<file path="config.mk">
export PLATFORM = sky130hd
export DESIGN_NAME = instr_sequencer
export DESIGN_NICKNAME = d
export VERILOG_FILES = /design/src/rtl/instr_sequencer.sv
export SDC_FILE = /design/constraint.sdc
export NUM_CORES = 1
export LEC_CHECK = 0
export CORE_MARGIN = 8
export CORE_UTILIZATION = 45
export CTS_CLUSTER_DIAMETER = 40
export CTS_CLUSTER_SIZE = 16
export DETAILED_ROUTE_END_ITERATION = 12
export GPL_TIMING_DRIVEN = 0
export PLACE_DENSITY_LB_ADDON = 0.08
export SYNTH_ARGS = -nofsm -noshare
export SYNTH_HDL_FRONTEND = slang
export SYNTH_SLANG_ARGS = --single-unit
</file>
<file path="constraint.sdc">
create_clock -name CLK -period 3.5 [get_ports CLK]
set_input_delay 0.7 -clock CLK [delete_from_list [all_inputs] [get_ports CLK]]
set_output_delay 0.7 -clock CLK [all_outputs]
set_load 0.01 [all_outputs]
</file>
<file path="src/rtl/instr_sequencer.sv">
// Fetch/execute sequencer: fetches 32-bit words over req/ack, presents DD/AA/BA/FS fields,
// strobes dp_we for ALU ops and resolves branch/jump/halt. Optional single-step mode: STEP_EN.
module instr_sequencer #(
    parameter int PC_W = 10
) (
    input  logic            CLK,
    input  logic            Reset,
    input  logic            run,
`ifdef STEP_EN
    input  logic            step,
`endif
    output logic            imem_req,
    output logic [PC_W-1:0] imem_addr,
    input  logic            imem_ack,
    input  logic [31:0]     imem_data,
    input  logic [3:0]      Status,
    output logic            dp_we,
    output logic [4:0]      DDL,
    output logic [4:0]      AAL,
    output logic [4:0]      BBL,
    output logic [4:0]      FSL,
    output logic [PC_W-1:0] pc,
    output logic            halted
);

`ifdef STEP_EN
    typedef enum logic [2:0] {
        ST_IDLE  = 3'd0,
        ST_FETCH = 3'd1,
        ST_EXEC  = 3'd2,
        ST_HALT  = 3'd3,
        ST_PAUSE = 3'd4
    } state_t;
`else
    typedef enum logic [2:0] {
        ST_IDLE  = 3'd0,
        ST_FETCH = 3'd1,
        ST_EXEC  = 3'd2,
        ST_HALT  = 3'd3
    } state_t;
`endif

    state_t          r_state;
    logic [PC_W-1:0] r_pc;
    logic [31:0]     r_ir;
    logic            r_req;
    logic            r_dp_we;
    logic            r_halted;

    logic [1:0]      w_cls;
    logic [PC_W-1:0] w_pc_inc;
    logic [PC_W-1:0] w_br_tgt;
    logic [PC_W-1:0] w_jmp_tgt;
    logic            w_cond;

    // Next-pc candidates; all arithmetic wraps naturally at PC_W bits
    assign w_cls     = r_ir[11:10];
    assign w_pc_inc  = r_pc + PC_W'(1'b1);
    assign w_br_tgt  = w_pc_inc + PC_W'($signed(r_ir[9:0]));
    assign w_jmp_tgt = PC_W'(r_ir[9:0]);
    assign w_cond    = Status[r_ir[13:12]];

    // Fields come straight from IR, which only changes on the fetch that starts EXEC
    assign FSL       = r_ir[31:27];
    assign DDL       = r_ir[26:22];
    assign AAL       = r_ir[21:17];
    assign BBL       = r_ir[16:12];
    assign imem_req  = r_req;
    assign imem_addr = r_pc;
    assign pc        = r_pc;
    assign dp_we     = r_dp_we;
    assign halted    = r_halted;

    // Sequencer FSM with registered handshake, strobe and halt outputs
    always_ff @(posedge CLK or posedge Reset) begin
        if (Reset) begin
            r_state  <= ST_IDLE;
            r_pc     <= '0;
            r_ir     <= 32'd0;
            r_req    <= 1'b0;
            r_dp_we  <= 1'b0;
            r_halted <= 1'b0;
        end else begin
            case (r_state)
                ST_IDLE: begin
                    if (run) begin
                        r_state <= ST_FETCH;
                        r_req   <= 1'b1;
                    end
                end
                ST_FETCH: begin
                    if (imem_ack) begin
                        r_ir    <= imem_data;
                        r_req   <= 1'b0;
                        r_dp_we <= (imem_data[11:10] == 2'b00);
                        r_state <= ST_EXEC;
                    end
                end
                ST_EXEC: begin
                    r_dp_we <= 1'b0;
                    case (w_cls)
                        2'b00:   r_pc <= w_pc_inc;
                        2'b01:   r_pc <= w_cond ? w_br_tgt : w_pc_inc;
                        2'b10:   r_pc <= w_jmp_tgt;
                        default: r_pc <= r_pc;
                    endcase
                    if (w_cls == 2'b11) begin
                        r_state  <= ST_HALT;
                        r_halted <= 1'b1;
                    end else begin
`ifdef STEP_EN
                        r_state <= ST_PAUSE;
`else
                        r_state <= ST_FETCH;
                        r_req   <= 1'b1;
`endif
                    end
                end
`ifdef STEP_EN
                ST_PAUSE: begin
                    if (step) begin
                        r_state <= ST_FETCH;
                        r_req   <= 1'b1;
                    end
                end
`endif
                ST_HALT: begin
                    r_halted <= 1'b1;
                    r_req    <= 1'b0;
                end
                default: begin
                    r_state  <= ST_IDLE;
                    r_req    <= 1'b0;
                    r_dp_we  <= 1'b0;
                    r_halted <= 1'b0;
                end
            endcase
        end
    end

endmodule
</file>
==> impl_metrics.csv <==
group,metric,value,unit
cells_and_area,syn2layout_area_growth,34.5,%
setup_path,critPathLaunchType,"register",
cts,clk_latency,0.30,ns
setup_path,slowest_stage,"dfrtp_1",
logic_synthesis,synth_top_family_by_area,"multiplexers",
floorplan,boundaryPins,83,
floorplan,dieArea,9440,µm²
global_routing,grt_overflow,0,
setup_path,worstPathCellList,"ha_1, and3_1, nand3_1, xnor2_1, ha_1, a21oi_1, inv_1, or3_1, o22ai_1, mux2i_1, o221ai_1",
cts,hold_buffers,0,
place,numPortBuffers,82,
setup_path,cp_max_fo,7,
logic_synthesis,synth-seq-cells,47,
global_routing,antenna_found_initial,0,
setup_path,crit_family,"simple AND/OR/NAND/NOR gates",
sta,fmax,0.335,GHz
worst_hold_path,hold_start,"r_ir[24]",
cts,cts_setup_buffers,0,
sta,timing.final.crit_period,2.98,ns
floorplan,coreArea,6350,µm²
logic_synthesis,avgSynthCellArea,10.5,µm²
logic_synthesis,synth_edf_count,0,
sta,setup_violations,0,
logic_synthesis,yosysWarnings,0,
logic_synthesis,synth_top_area_share,39.7,%
sta,setup_slack,0.518,ns
power,leakage,1.75,nW
logic_synthesis,synth_compound_area_share,13.5,%
logic_synthesis,synth_fa_ha_area_share,8.27,%
routing,drtIter0Drc,64,
logic_synthesis,ys_types,49,
cts,numCtsBuffers,5,
cells_and_area,nNetsFinal,430,
routing,drc,0,
logic_synthesis,muxShareOfSynthArea,14.0,%
setup_path,reg2reg_from,"imem_addr[0]",
logic_synthesis,yosys-top-cells-area,"dfrtp_1, mux2_2, buf_4",
cts,cts_tree,"yes",
routing,post_drt_wl_per_cell,14.5,µm
setup_path,setup.worst_path.class,"register to register",
logic_synthesis,synth_fp_nets,340,
routing,antenna_left,0,
logic_synthesis,synthCells,281,
sta,tightest_slew,0.592,ns
logic_synthesis,synthXorXnorAreaFrac,4.43,%
sta,fin_crit_sh,85.2,%
worst_hold_path,hold_path_end,"r_ir[24]",
worst_hold_path,hold_depth,1,
sta,rsz0062_at_grt,"false",
cts,post_cts_resize_count,0,
routing,routed_via_density,5.09,
logic_synthesis,yosysMostFrequentCell,"dfrtp_1",
setup_path,r2r_setup_slack,0.52,ns
cts,numClockSinks,47,
routing,wl,6.51,mm
cts,clkTransAtPathRegs,0.09,ns
logic_synthesis,synth_area,2960,µm²
setup_path,r2r_end,"imem_addr[9]",
cells_and_area,diodes,0,
global_routing,grt_pass1_vias,2487,
logic_synthesis,synth_common_cells,"dfrtp_1, mux2_2, buf_4",
global_routing,grt_pass1_wl,11.4,mm
place,routabilityCongestion,0.796,
setup_path,arrival,3.15,ns
logic_synthesis,synthFlopType,"dfrtp_1",
place,dp_hpwl,5.24,mm
place,pre_cts_ws,0.530,ns
floorplan,start_util,46.7,%
setup_path,crit_buf_inv,1,
routing,firstDrtPassIters,4,
sta,finalSetupTns,0,ns
cts,htreeDepth,2,
sta,clock_skew,0.00706,ns
setup_path,max_stage_delay,0.46,ns
sta,finalHoldViolCount,0,
setup_path,r2r_cells,11,
sta,drv_slew,0,
logic_synthesis,synth_area_leader_cell,"dfrtp_1",
cts,root_buffer,"clkbuf_8",
logic_synthesis,synth_simple_gate_area_share,9.29,%
setup_path,crit_top_cell,"ha_1",
global_routing,grt.total_usage,14.0,%
floorplan,die_y,97.2,µm
cells_and_area,drive_above_1_share,22.0,%
run_status,status,"finished, final reports clean",
setup_path,cp.required,3.67,ns
flow_run,drv_cap,0,
cells_and_area,final_util,62.8,%
worst_hold_path,hp-class,"register to register",
logic_synthesis,synthArstFlopShare,100,%
global_routing,grt_max_degree,30,
power,peakVddDrop,0.000480,V
power,powerDensity,953,nW/µm²
logic_synthesis,ys_seq_area_share,39.7,%
floorplan,die_w,97.2,µm
routing,num_vias,2287,
floorplan,placementRows,29,
setup_path,endpoint_kind,"register",
cts,clk_path_buf_depth,2,
sta,slew_headroom,60.5,%
## layout by cell type, fill, tap and decap left out, types with 2 or more instances in the layout
master / n
dfrtp_1: 47
xnor2_1: 8
a221oi_1: 2
clkbuf_1: 2
a21oi_1: 18
nor2_1: 12
mux2_2: 33
a21o_1: 3
ha_1: 18
a22oi_1: 5
o21a_1: 2
a22o_1: 2
clkdlybuf4s50_1: 82
inv_1: 12
a32oi_1: 2
xor2_1: 7
buf_6: 2
buf_4: 30
o22ai_1: 4
buf_1: 3
nand2_1: 14
nor3_1: 2
nand3_1: 8
clkbuf_8: 5
buf_2: 2
mux2i_1: 2
nand2b_1: 3
o21ai_0: 14
or3_1: 2
## logic make-up (layout without fill, tap and decap cells)
| kind of cell | count (synthesis) | after routing |
|---|---|---|
| AO/OA/AOI/OAI | 61 | 61 |
| AND/OR/NAND/NOR | 52 | 52 |
| buffers and inverters | 51 | 142 |
| flip-flops | 47 | 47 |
| multiplexers | 36 | 36 |
| adder cells (fa/ha/maj) | 19 | 19 |
| XOR/XNOR | 15 | 15 |
## cell type report
class                   count  area, µm²
multi-input cells         183       1470
plain buffers              38        273
fillers                   541       2360
clock inverters             2       12.5
repair buffers             83        841
well taps                  77       96.3
inverters                  13       48.8
clock buffers               6       72.6
flip-flops and latches     47       1180
## power breakdown
group | total (mW) | switching, mW | internal (mW)
Combinational | 2.42 | 1.07 | 1.35
Clock | 0.321 | 0.181 | 0.140
Sequential | 1.06 | 0.247 | 0.810
## worst max path at each step
stage / end / cells past startpoint / slack [ns] / from
3_3_place_gp: imem_addr[9] / 11 / 0.54 / imem_addr[0]
4_1_cts: imem_addr[9] / 11 / 0.51 / imem_addr[0]
6_report: imem_addr[9] / 11 / 0.52 / imem_addr[0]
5_1_grt: imem_addr[9] / 11 / 0.27 / imem_addr[0]
2_1_floorplan: imem_addr[9] / 11 / 0.77 / imem_addr[0]
3_5_place_dp: imem_addr[9] / 11 / 0.53 / imem_addr[0]
## metal layers
layer | part of all wire [%] | GRT usage [%]
met5 | 0 | 0
met4 | 0.86 | 3.31
met3 | 11 | 7.47
met2 | 43 | 22.0
met1 | 45 | 16.3
## per-stage QoR
stage	total power, mW	hold WS (ns)	cells	area (µm²)
after floorplan	2.66	0.481	281	2960
after global placement	3.42	0.487	440	3880
after detailed placement	3.49	0.495	441	3900
after CTS	3.84	0.516	449	3990
after global routing	4.13	0.530	449	3990
final	3.80	0.512	449	3990
## registers in the layout, summed over array words and instances, names as in the netlist
signal,flops
r_ir,32
imem_addr,10
r_state,2
dp_we,1
halted,1
imem_req,1
No activity file was read; power rests on OpenSTA's default activity.
